[src/rtl/core_config_pkg.sv]
// Shared issue-stage types and sizing.
// Unit and state encodings used by the scoreboard controller.
package core_config_pkg;

  localparam int REG_ADDR_W = 5;
  localparam int NUM_REGS   = 32;
  localparam int CNT_W      = 32;
  localparam int UNIT_COUNT = 4;

  typedef enum logic [1:0] {
    U_ALU = 2'd0,
    U_LSU = 2'd1,
    U_BRU = 2'd2,
    U_SYS = 2'd3
  } unit_e;

  typedef enum logic [1:0] {
    S_EMPTY  = 2'd0,
    S_HELD   = 2'd1,
    S_SERIAL = 2'd2
  } issue_state_e;

  typedef struct packed {
    logic                  valid;
    logic [REG_ADDR_W-1:0] rs1;
    logic [REG_ADDR_W-1:0] rs2;
    logic [REG_ADDR_W-1:0] rd;
    logic                  use_rs1;
    logic                  use_rs2;
    logic                  write_rd;
    unit_e                 unit;
    logic                  serial;
  } held_t;

endpackage

[src/rtl/issue_scoreboard_ctrl_scoreboard.sv]
// Per-register pending-write scoreboard.
// Same-cycle writeback bypass and three-index hazard lookup.
module reg_scoreboard #(
  parameter int AW = 5,
  parameter int N  = 32
) (
  input  logic          clk,
  input  logic          rst_n,
  input  logic          clk_en,
  input  logic          clr_en,
  input  logic [AW-1:0] clr_idx,
  input  logic          set_en,
  input  logic [AW-1:0] set_idx,
  input  logic [AW-1:0] q0_idx,
  input  logic [AW-1:0] q1_idx,
  input  logic [AW-1:0] q2_idx,
  output logic [N-1:0]  pending,
  output logic [N-1:0]  pend_eff,
  output logic [2:0]    q_hit
);

  logic [N-1:0] one;
  logic [N-1:0] clr_mask;
  logic [N-1:0] set_mask;

  assign one = {{(N-1){1'b0}}, 1'b1};

  // Writebacks retiring this cycle are already invisible to hazards.
  always_comb begin
    clr_mask = '0;
    set_mask = '0;
    if (clr_en)
      clr_mask = one << clr_idx;
    if (set_en && (set_idx != '0))
      set_mask = one << set_idx;
    pend_eff = pending & ~clr_mask;
    q_hit[0] = pend_eff[q0_idx];
    q_hit[1] = pend_eff[q1_idx];
    q_hit[2] = pend_eff[q2_idx];
  end

  // Clear first, then set, so a new writer wins over a retiring one.
  always_ff @(posedge clk) begin
    if (!rst_n)
      pending <= '0;
    else if (clk_en)
      pending <= (pending & ~clr_mask) | set_mask;
  end

endmodule

[src/rtl/issue_scoreboard_ctrl.sv]
// Single-entry issue stage with hazard scoreboard.
// Serialises SYS work by draining writes and awaiting completion.
import core_config_pkg::*;

module issue_scoreboard_ctrl #(
  parameter int REG_ADDR_W = 5,
  parameter int NUM_REGS   = 32,
  parameter int CNT_W      = 32
) (
  input  logic                  clk,
  input  logic                  rst_n,
  input  logic                  clk_en,
  input  logic                  d_valid,
  input  logic [REG_ADDR_W-1:0] d_rs1,
  input  logic [REG_ADDR_W-1:0] d_rs2,
  input  logic [REG_ADDR_W-1:0] d_rd,
  input  logic                  d_use_rs1,
  input  logic                  d_use_rs2,
  input  logic                  d_write_rd,
  input  logic [1:0]            d_unit,
  input  logic                  d_serial,
  output logic                  o_busy,
  input  logic [3:0]            unit_ready,
  output logic [3:0]            issue,
  output logic [REG_ADDR_W-1:0] iss_rs1,
  output logic [REG_ADDR_W-1:0] iss_rs2,
  output logic [REG_ADDR_W-1:0] iss_rd,
  input  logic                  wb_valid,
  input  logic [REG_ADDR_W-1:0] wb_rd,
  input  logic                  sys_done,
  input  logic                  flush,
  output logic [NUM_REGS-1:0]   pending,
  output logic [CNT_W-1:0]      stall_cycles
);

  held_t               held;
  issue_state_e        state;
  issue_state_e        state_n;
  logic [NUM_REGS-1:0] pend_eff;
  logic [2:0]          hit;
  logic                hazard;
  logic                fire;
  logic                accept;
  logic                vld_n;

  reg_scoreboard #(
    .AW (REG_ADDR_W),
    .N  (NUM_REGS)
  ) u_sb (
    .clk      (clk),
    .rst_n    (rst_n),
    .clk_en   (clk_en),
    .clr_en   (wb_valid),
    .clr_idx  (wb_rd),
    .set_en   (fire && held.write_rd),
    .set_idx  (held.rd),
    .q0_idx   (held.rs1),
    .q1_idx   (held.rs2),
    .q2_idx   (held.rd),
    .pending  (pending),
    .pend_eff (pend_eff),
    .q_hit    (hit)
  );

  // Issue decision straight from the held entry.
  always_comb begin
    hazard = (held.use_rs1 && hit[0])
          || (held.use_rs2 && hit[1])
          || (held.write_rd && (held.rd != '0) && hit[2]);
    fire = held.valid && !hazard
        && unit_ready[held.unit] && clk_en
        && (state != S_SERIAL)
        && (!held.serial || (pend_eff == '0));
    issue = '0;
    if (fire)
      issue = 4'b0001 << held.unit;
    o_busy = held.valid && !fire;
    accept = d_valid && !o_busy && clk_en && !flush;
    vld_n = flush ? 1'b0 :
            accept ? 1'b1 :
            fire ? 1'b0 : held.valid;
  end

  assign iss_rs1 = held.rs1;
  assign iss_rs2 = held.rs2;
  assign iss_rd  = held.rd;

  // Next-state: serial issue parks until SYS reports completion.
  always_comb begin
    state_n = state;
    unique case (state)
      S_EMPTY:
        if (vld_n) state_n = S_HELD;
      S_HELD:
        if (fire && held.serial) state_n = S_SERIAL;
        else if (!vld_n) state_n = S_EMPTY;
      S_SERIAL:
        if (sys_done) state_n = vld_n ? S_HELD : S_EMPTY;
      default:
        state_n = S_EMPTY;
    endcase
  end

  // State register.
  always_ff @(posedge clk) begin
    if (!rst_n)
      state <= S_EMPTY;
    else if (clk_en)
      state <= state_n;
  end

  // Held entry: flush drops it, accept refills it, issue frees it.
  always_ff @(posedge clk) begin
    if (!rst_n) begin
      held <= '0;
    end else if (clk_en) begin
      if (flush) begin
        held.valid <= 1'b0;
      end else if (accept) begin
        held.valid    <= 1'b1;
        held.rs1      <= d_rs1;
        held.rs2      <= d_rs2;
        held.rd       <= d_rd;
        held.use_rs1  <= d_use_rs1;
        held.use_rs2  <= d_use_rs2;
        held.write_rd <= d_write_rd;
        held.unit     <= unit_e'(d_unit);
        held.serial   <= d_serial;
      end else if (fire) begin
        held.valid <= 1'b0;
      end
    end
  end

  // Saturating count of cycles the held entry could not issue.
  always_ff @(posedge clk) begin
    if (!rst_n)
      stall_cycles <= '0;
    else if (clk_en && o_busy && (stall_cycles != '1))
      stall_cycles <= stall_cycles + 1'b1;
  end

endmodule

[config.mk]
export PLATFORM = sky130hd
export DESIGN_NAME = issue_scoreboard_ctrl
export DESIGN_NICKNAME = d
export VERILOG_FILES = /design/src/rtl/core_config_pkg.sv /design/src/rtl/issue_scoreboard_ctrl_scoreboard.sv /design/src/rtl/issue_scoreboard_ctrl.sv
export SDC_FILE = /design/constraint.sdc
export NUM_CORES = 1
export LEC_CHECK = 0
export CORE_ASPECT_RATIO = 0.5
export CORE_UTILIZATION = 48
export CTS_CLUSTER_DIAMETER = 150
export DETAILED_ROUTE_END_ITERATION = 16
export MAX_ROUTING_LAYER = met4
export PLACE_DENSITY = 0.87
export RECOVER_POWER = 100
export SYNTH_ARGS = -nofsm -noshare
export SYNTH_HDL_FRONTEND = slang
export SYNTH_HIERARCHICAL = 1
export SYNTH_SLANG_ARGS = --single-unit
[constraint.sdc]
create_clock -name clk -period 4 [get_ports clk]
set_input_delay 0.4 -clock clk [delete_from_list [all_inputs] [get_ports clk]]
set_output_delay 0.4 -clock clk [all_outputs]
set_load 0.005 [all_outputs]
-- After elaboration in Yosys (flattened, before gate mapping)
Index checks and enable logic that the tools add are counted.
- bits in registers: 88
- bits of input ports: 37
- output and inout bits: 84
- add/sub/neg operators: 1
- $lt $le $gt $ge: 4
- eq/ne operators: 7
- shifts and indexed selects: 3
- muxes and demuxes: 20
- bitwise gates (word level): 4
- reductions and logical operators: 31
- operators by type and width (kind ; count):
    two-way mux 32 bit ; 2
    left shift 1 x 5 -> 32 bit, first input constant ; 2
    adder 32 x 1 -> 32 bit, second input constant ; 1
    AND 32 bit ; 1
    zero test 32 bit ; 1
    != test 32 bit, second input constant ; 1
    NOT 32 bit ; 1
    bitwise OR 32 bit ; 1
    logical AND 1 bit ; 18
    < comparator 5 x 6 -> 1 bit, second input constant ; 3
    binary-select mux 1 bit (select 5 bit) ; 3
    two-way mux 1 bit ; 8
    two-way mux 2 bit ; 4
    != test 2 bit, second input constant ; 3
    one-hot mux 2 bit (3 select lines) ; 1
    zero test 1 bit ; 5
    nonzero test 5 bit ; 1
    two-way mux 4 bit ; 1
    AND reduction 4 bit ; 1
    left shift 1 x 2 -> 4 bit, first input constant ; 1
    logical OR 1 bit ; 3
    < comparator 2 x 3 -> 1 bit, second input constant ; 1
    != test 3 bit, second input constant ; 1
    AND reduction 3 bit ; 1
    other kinds (5) ; 5

-- Logic depth before layout (Yosys ltp)
Gate-level depths: netlist of the first run.
- depth after elaboration: 26
- mapped depth: 17

-- By module
Netlist of the first run, hierarchy kept.
- modules (own cells, without submodules) (module ; instances ; cells an instance ; area an instance (um^2) ; seq. area each (um^2)):
    reg_scoreboard ; 1 ; 413 ; 3070.4 ; 640.6
    issue_scoreboard_ctrl ; 1 ; 362 ; 3051.7 ; 1121.1

-- Least setup slack after synthesis of the first run
Ideal clock, no wire load.
- kind: input-to-reg
- from: input port wb_rd[3]
- to: register u_sb.pending[3]
- arrival time: 3.996 ns
- required time: 3.924 ns
- path slack: -0.072 ns
- stages: 16
- path through: buf_6 > or4b_4 > buf_6 > a2111oi_4 > o311a_1 > o41ai_1 > or4_1 > a22oi_1 > nand3_1 > and3b_4 > buf_2 > and3_1 > or3b_2 > nor2_1 > nand2_1 > a21boi_0
- longest elaborated chain between the ends: 19
- elaborated cells between the ends (all ways): 27
- those cells by class: shift: 1; mux: 8; bitwise: 3; reduce/logical: 15
- ends and longest elaborated chain (what ; line ; RTL):
    start, declared ; issue_scoreboard_ctrl.sv:29 ; input logic [REG_ADDR_W-1:0] wb_rd,
    left shift 1 x 5 -> 32 bit ; issue_scoreboard_ctrl_scoreboard.sv:33 ; clr_mask = one << clr_idx;
    two-way mux 32 bit ; issue_scoreboard_ctrl_scoreboard.sv:32 ; if (clr_en)
    NOT 32 bit ; issue_scoreboard_ctrl_scoreboard.sv:36 ; pend_eff = pending & ~clr_mask;
    AND 32 bit ; issue_scoreboard_ctrl_scoreboard.sv:36 ;
    binary-select mux 1 bit (select 5 bit) ; issue_scoreboard_ctrl_scoreboard.sv:38 ; q_hit[1] = pend_eff[q1_idx];
    two-way mux 1 bit (implied by the code) ; issue_scoreboard_ctrl_scoreboard.sv:38 ;
    net hit[1] ; issue_scoreboard_ctrl.sv:40 ; logic [2:0] hit;
    logical AND 1 bit ; issue_scoreboard_ctrl.sv:68 ; || (held.use_rs2 && hit[1])
    (+3 left out) ; - ;
    logical AND 1 bit ; issue_scoreboard_ctrl.sv:70 ; fire = held.valid && !hazard
    logical AND 1 bit (2 in series) ; issue_scoreboard_ctrl.sv:71 ; && unit_ready[held.unit] && clk_en
    logical AND 1 bit ; issue_scoreboard_ctrl.sv:72 ; && (state != S_SERIAL)
    logical AND 1 bit ; issue_scoreboard_ctrl.sv:73 ; && (!held.serial || (pend_eff == '0));
    logical AND 1 bit ; issue_scoreboard_ctrl.sv:55 ; .set_en (fire && held.write_rd),
    logical AND 1 bit ; issue_scoreboard_ctrl_scoreboard.sv:34 ; if (set_en && (set_idx != '0))
    two-way mux 32 bit ; issue_scoreboard_ctrl_scoreboard.sv:34 ;
    bitwise OR 32 bit ; issue_scoreboard_ctrl_scoreboard.sv:47 ; pending <= (pending & ~clr_mask) | set_mask;
    end signal, assigned ; issue_scoreboard_ctrl_scoreboard.sv:47 ;
    end, declared ; issue_scoreboard_ctrl_scoreboard.sv:17 ; output logic [N-1:0] pending,
The timed path passes the listed nets, and every way through them passes these cells. The select of a mux whose other input is x is not followed.
A chain may end at the register's enable or synchronous reset.

-- Worst setup path in the final report of the first run
- from: input port wb_valid
- to: output port issue[0]
- longest elaborated chain between the ends: 15
- elaborated cells between the ends (all ways): 23
- those cells by class: mux: 8; bitwise: 2; reduce/logical: 13
- ends and longest elaborated chain (what ; line ; RTL):
    start, declared ; issue_scoreboard_ctrl.sv:28 ; input logic wb_valid,
    two-way mux 32 bit ; issue_scoreboard_ctrl_scoreboard.sv:32 ;
    NOT 32 bit ; issue_scoreboard_ctrl_scoreboard.sv:36 ;
    AND 32 bit ; issue_scoreboard_ctrl_scoreboard.sv:36 ;
    binary-select mux 1 bit (select 5 bit) ; issue_scoreboard_ctrl_scoreboard.sv:38 ;
    two-way mux 1 bit (implied by the code) ; issue_scoreboard_ctrl_scoreboard.sv:38 ;
    net hit[1] ; issue_scoreboard_ctrl.sv:40 ;
    logical AND 1 bit ; issue_scoreboard_ctrl.sv:68 ;
    logical OR 1 bit ; issue_scoreboard_ctrl.sv:68 ;
    logical OR 1 bit ; issue_scoreboard_ctrl.sv:69 ; || (held.write_rd && (held.rd != '0) && hit[2]);
    zero test 1 bit ; issue_scoreboard_ctrl.sv:70 ;
    logical AND 1 bit ; issue_scoreboard_ctrl.sv:70 ;
    logical AND 1 bit (2 in series) ; issue_scoreboard_ctrl.sv:71 ;
    logical AND 1 bit ; issue_scoreboard_ctrl.sv:72 ;
    logical AND 1 bit ; issue_scoreboard_ctrl.sv:73 ;
    two-way mux 4 bit ; issue_scoreboard_ctrl.sv:75 ; if (fire)
    end, declared ; issue_scoreboard_ctrl.sv:24 ; output logic [3:0] issue,
The timed path passes the listed nets, and every way through them passes these cells. The select of a mux whose other input is x is not followed.

==> impl_metrics.tcl, run 1 <==
set metrics [dict create \
    core_um2 12100 \
    initial_utilization_pct 50.5 \
    criticalPathCategory "in -> out" \
    grt_pass1_wl_um 35500 \
    critical_path_required_ps 3600 \
    layout-drive-gt1-share_pct 15.4 \
    cp-end-kind "primary output" \
    dpl.cell_count 1093 \
    rsz0062_at_grt "no" \
    tightest_slew_ps 1690 \
    grt_max_degree 94 \
    cts.clk_slew.worst_paths_ps 70 \
    gr-total-overflow 0 \
    grt_pass1_vias 6379 \
    hold_viol 0 \
    switching_share_pct 28.6 \
    syn_area_um2 6120 \
    layout_setup_ws_ps 104 \
    yosysSeqAreaShare_pct 28.8 \
    port_buffers 120 \
    synthFlopType "dfxtp_1" \
    die-area_um2 13200 \
    clock_path_buffers 2 \
    syn_inst 775 \
    die_h_um 81.9 \
    placedInstanceArea_um2 7930 \
    drt_iter0_drc 651 \
    ys_warn_count 6 \
    skew_ps 11.7 \
    final_cells 1111 \
    min_path_type "reg -> reg" \
    power_leakage_nw 2.99 \
    cts_htree_levels 3 \
    cts_tree "yes" \
    diodes 0 \
    maxSlewViolCount 94 \
    antenna_found_initial 0 \
    post_drt_wl_per_cell_um 21.3 \
    synth_area_leaders "dfxtp_1, mux2i_1, nand2_1" \
    ys_top_cells_by_count "nand2_1, dfxtp_1, o21ai_0" \
    p_comb_share_pct 12.7 \
    final_cell_area_um2 8280 \
    crit_chain "dlygate4sd2_1 -> buf_6 -> buf_4 -> nand4_1 -> o21ai_1 -> mux2i_1 -> nand2_1 -> a31oi_1 -> or4_4 -> a22oi_2 -> nand3_1 -> and3b_4 -> buf_4 -> nand2_4 -> nor3_4 -> dlygate4sd2_1" \
    area_growth_pct 35.3 \
    pwr-share-clk_pct 42.4 \
    cp_num_buf_inv 5 \
    final_nets 979 \
    cp_top_family "simple AND/OR/NAND/NOR gates" \
    cts_hold_buf 0 \
    rrSetupSlack_ps 140 \
    outcome "finished with violations" \
    fmax_mhz 257 \
    ant_nets 0 \
    path_max_fanout 6 \
    utilization_pct 68.3 \
    cp_slowest_cell "or4_4" \
    hpwl_um 17400 \
    power_switching_mw 0.574 \
    async_flop_share_pct 0 \
    fin_crit_sh_pct 97.4 \
    violations "max-capacitance violations, max-slew violations" \
    syn-num-nets 813 \
    grt_usage_pct 36.3 \
    die_width_um 162 \
    setup_viol 0 \
    yosysTopAreaCellShare_pct 28.8 \
    gp_congestion 1.04 \
    cts_buffers 9 \
    synth_edf_count 0 \
    post-synth-top-count-cell "nand2_1" \
    internal_power_mw 1.43 \
    viasPerCell 6.28 \
    vdd.ir_drop.worst_uv 213 \
    slew_headroom_pct -12.4 \
    cts_root_buf "clkbuf_16" \
    pwr-share-seq_pct 44.9 \
    rows 28 \
    clock_latency_ps 350 \
    start_kind "input port" \
    max-cap-violations 1 \
    synth_area_per_cell_um2 7.90 \
    yosysTopAreaCell "dfxtp_1" \
    ys_seq_elements 88 \
    drc 0 \
    crit_arrival_ps 3500 \
    worst_path_largest_cell_delay_ps 590 \
    ios 121 \
    min_period_ps 3900 \
    p_per_area_nw_per_um2 243 \
    drtPass1Iterations 5 \
    totalWireLength_um 23600 \
    ys_types 63 \
    routed-via-count 6976 \
    dp_slack_ps -589 \
    clock_sinks 88 \
]
==> per-stage QoR <==
step	setup TNS, ps	total power, mW	hold WS [ps]
after floorplan	0	1.05	434
after global placement	-23100	1.16	447
after detailed placement	-31100	1.16	459
after CTS	0	2.00	478
after global routing	0	2.07	510
final	0	2.01	474
==> power groups by stage <==
stage | Combinational (mW) | Sequential (mW) | Clock, mW
finish | 0.256 | 0.901 | 0.852
global route | 0.268 | 0.903 | 0.896
CTS | 0.246 | 0.901 | 0.854
detailed placement | 0.239 | 0.921 | 0
global placement | 0.236 | 0.921 | 0
floorplan | 0.134 | 0.914 | 0
==> layout by cell type (no fill, tap or decap), types with 6 or more instances in the layout <==
cell type	n
o21a_1	26
clkdlybuf4s50_1	45
nor4_1	18
nand2_1	121
clkbuf_1	16
nand4_1	12
or4_1	17
nor4b_1	7
a2111oi_0	6
dlygate4sd3_1	63
o31ai_1	15
o211ai_1	10
a21oi_1	25
o2111ai_1	7
xnor2_1	9
a21boi_0	30
buf_4	77
mux2i_1	51
o21ai_0	49
nand3_1	25
and4_1	6
nor2b_1	11
nand2b_1	13
inv_1	16
a311oi_1	6
nor3_1	16
dfxtp_1	86
clkbuf_16	9
nor2_1	31
==> worst register-to-register path: stages, from the launching register on <==
cell	delay [ps]
dfxtp_4	380
buf_4	180
mux2i_1	260
buf_4	170
nor4_1	50
o21ai_0	100
o311a_1	180
o41ai_1	80
or4_4	470
a22oi_2	220
nand3_1	110
and3b_4	330
buf_6	110
and3_4	220
or3b_2	510
nor2_4	140
nand2_1	80
a21boi_1	190
==> cell families (layout without fill, tap and decap cells) <==
| logic type | after synthesis | in the layout | synth area share, % |
|---|---|---|---|
| and+or+nand+nor | 323 | 323 | 28.0 |
| AOI/OAI and AO/OA | 210 | 210 | 24.0 |
| DFF | 88 | 88 | 28.8 |
| buffers and inverters | 84 | 255 | 7.44 |
| muxes | 55 | 55 | 9.63 |
| xor gates and xnor gates | 14 | 14 | 2.00 |
| adders and majority gates | 1 | 1 | 0.204 |
==> per-layer routing <==
layer | track usage, % | part of all wire [%]
met1 | 46.8 | 44
met3 | 9.65 | 9.9
met4 | 10.4 | 1.7
met5 | - | 0
met2 | 55.9 | 45
==> registers in the layout, summed over array words and instances (netlist names) <==
signal	flops
iss_rd	5
iss_rs2	5
state	2
held	7
u_sb/pending	32
stall_cycles	32
iss_rs1	5
==> final cells by class <==
cell class	count	area, µm²
Multi-Input combinational cell	603	4020
Fill cell	1053	3840
Timing Repair Buffer	223	1940
Sequential cell	88	1770
Clock buffer	9	225
Tap cell	165	206
Clock inverter	7	63.8
Inverter	16	60.1
==> path summary, 6_finish.rpt <==
check | startpoint | endpoint | cells past startpoint
worst min register to register | held[5] | held[5] | 2
worst max register to register | iss_rs2[0] | u_sb/pending[9] | 17
worst max-delay path | wb_valid | issue[0] | 16
worst min-delay path | held[5] | held[5] | 2
==> what timing repair did <==
item | CTS | global route
pin swaps | 10 | 12
endpoints found under the setup margin | 52 | 11
gates resized for setup | 44 | 23
buffers inserted | 0 | 2
Power figures use the tool's default switching activity.
==> run 2: changes to the inputs <==
- SLEW_MARGIN: default -> 20
==> results of run 2 <==
Final layout, timing and power as in run 1 (identical DEF).
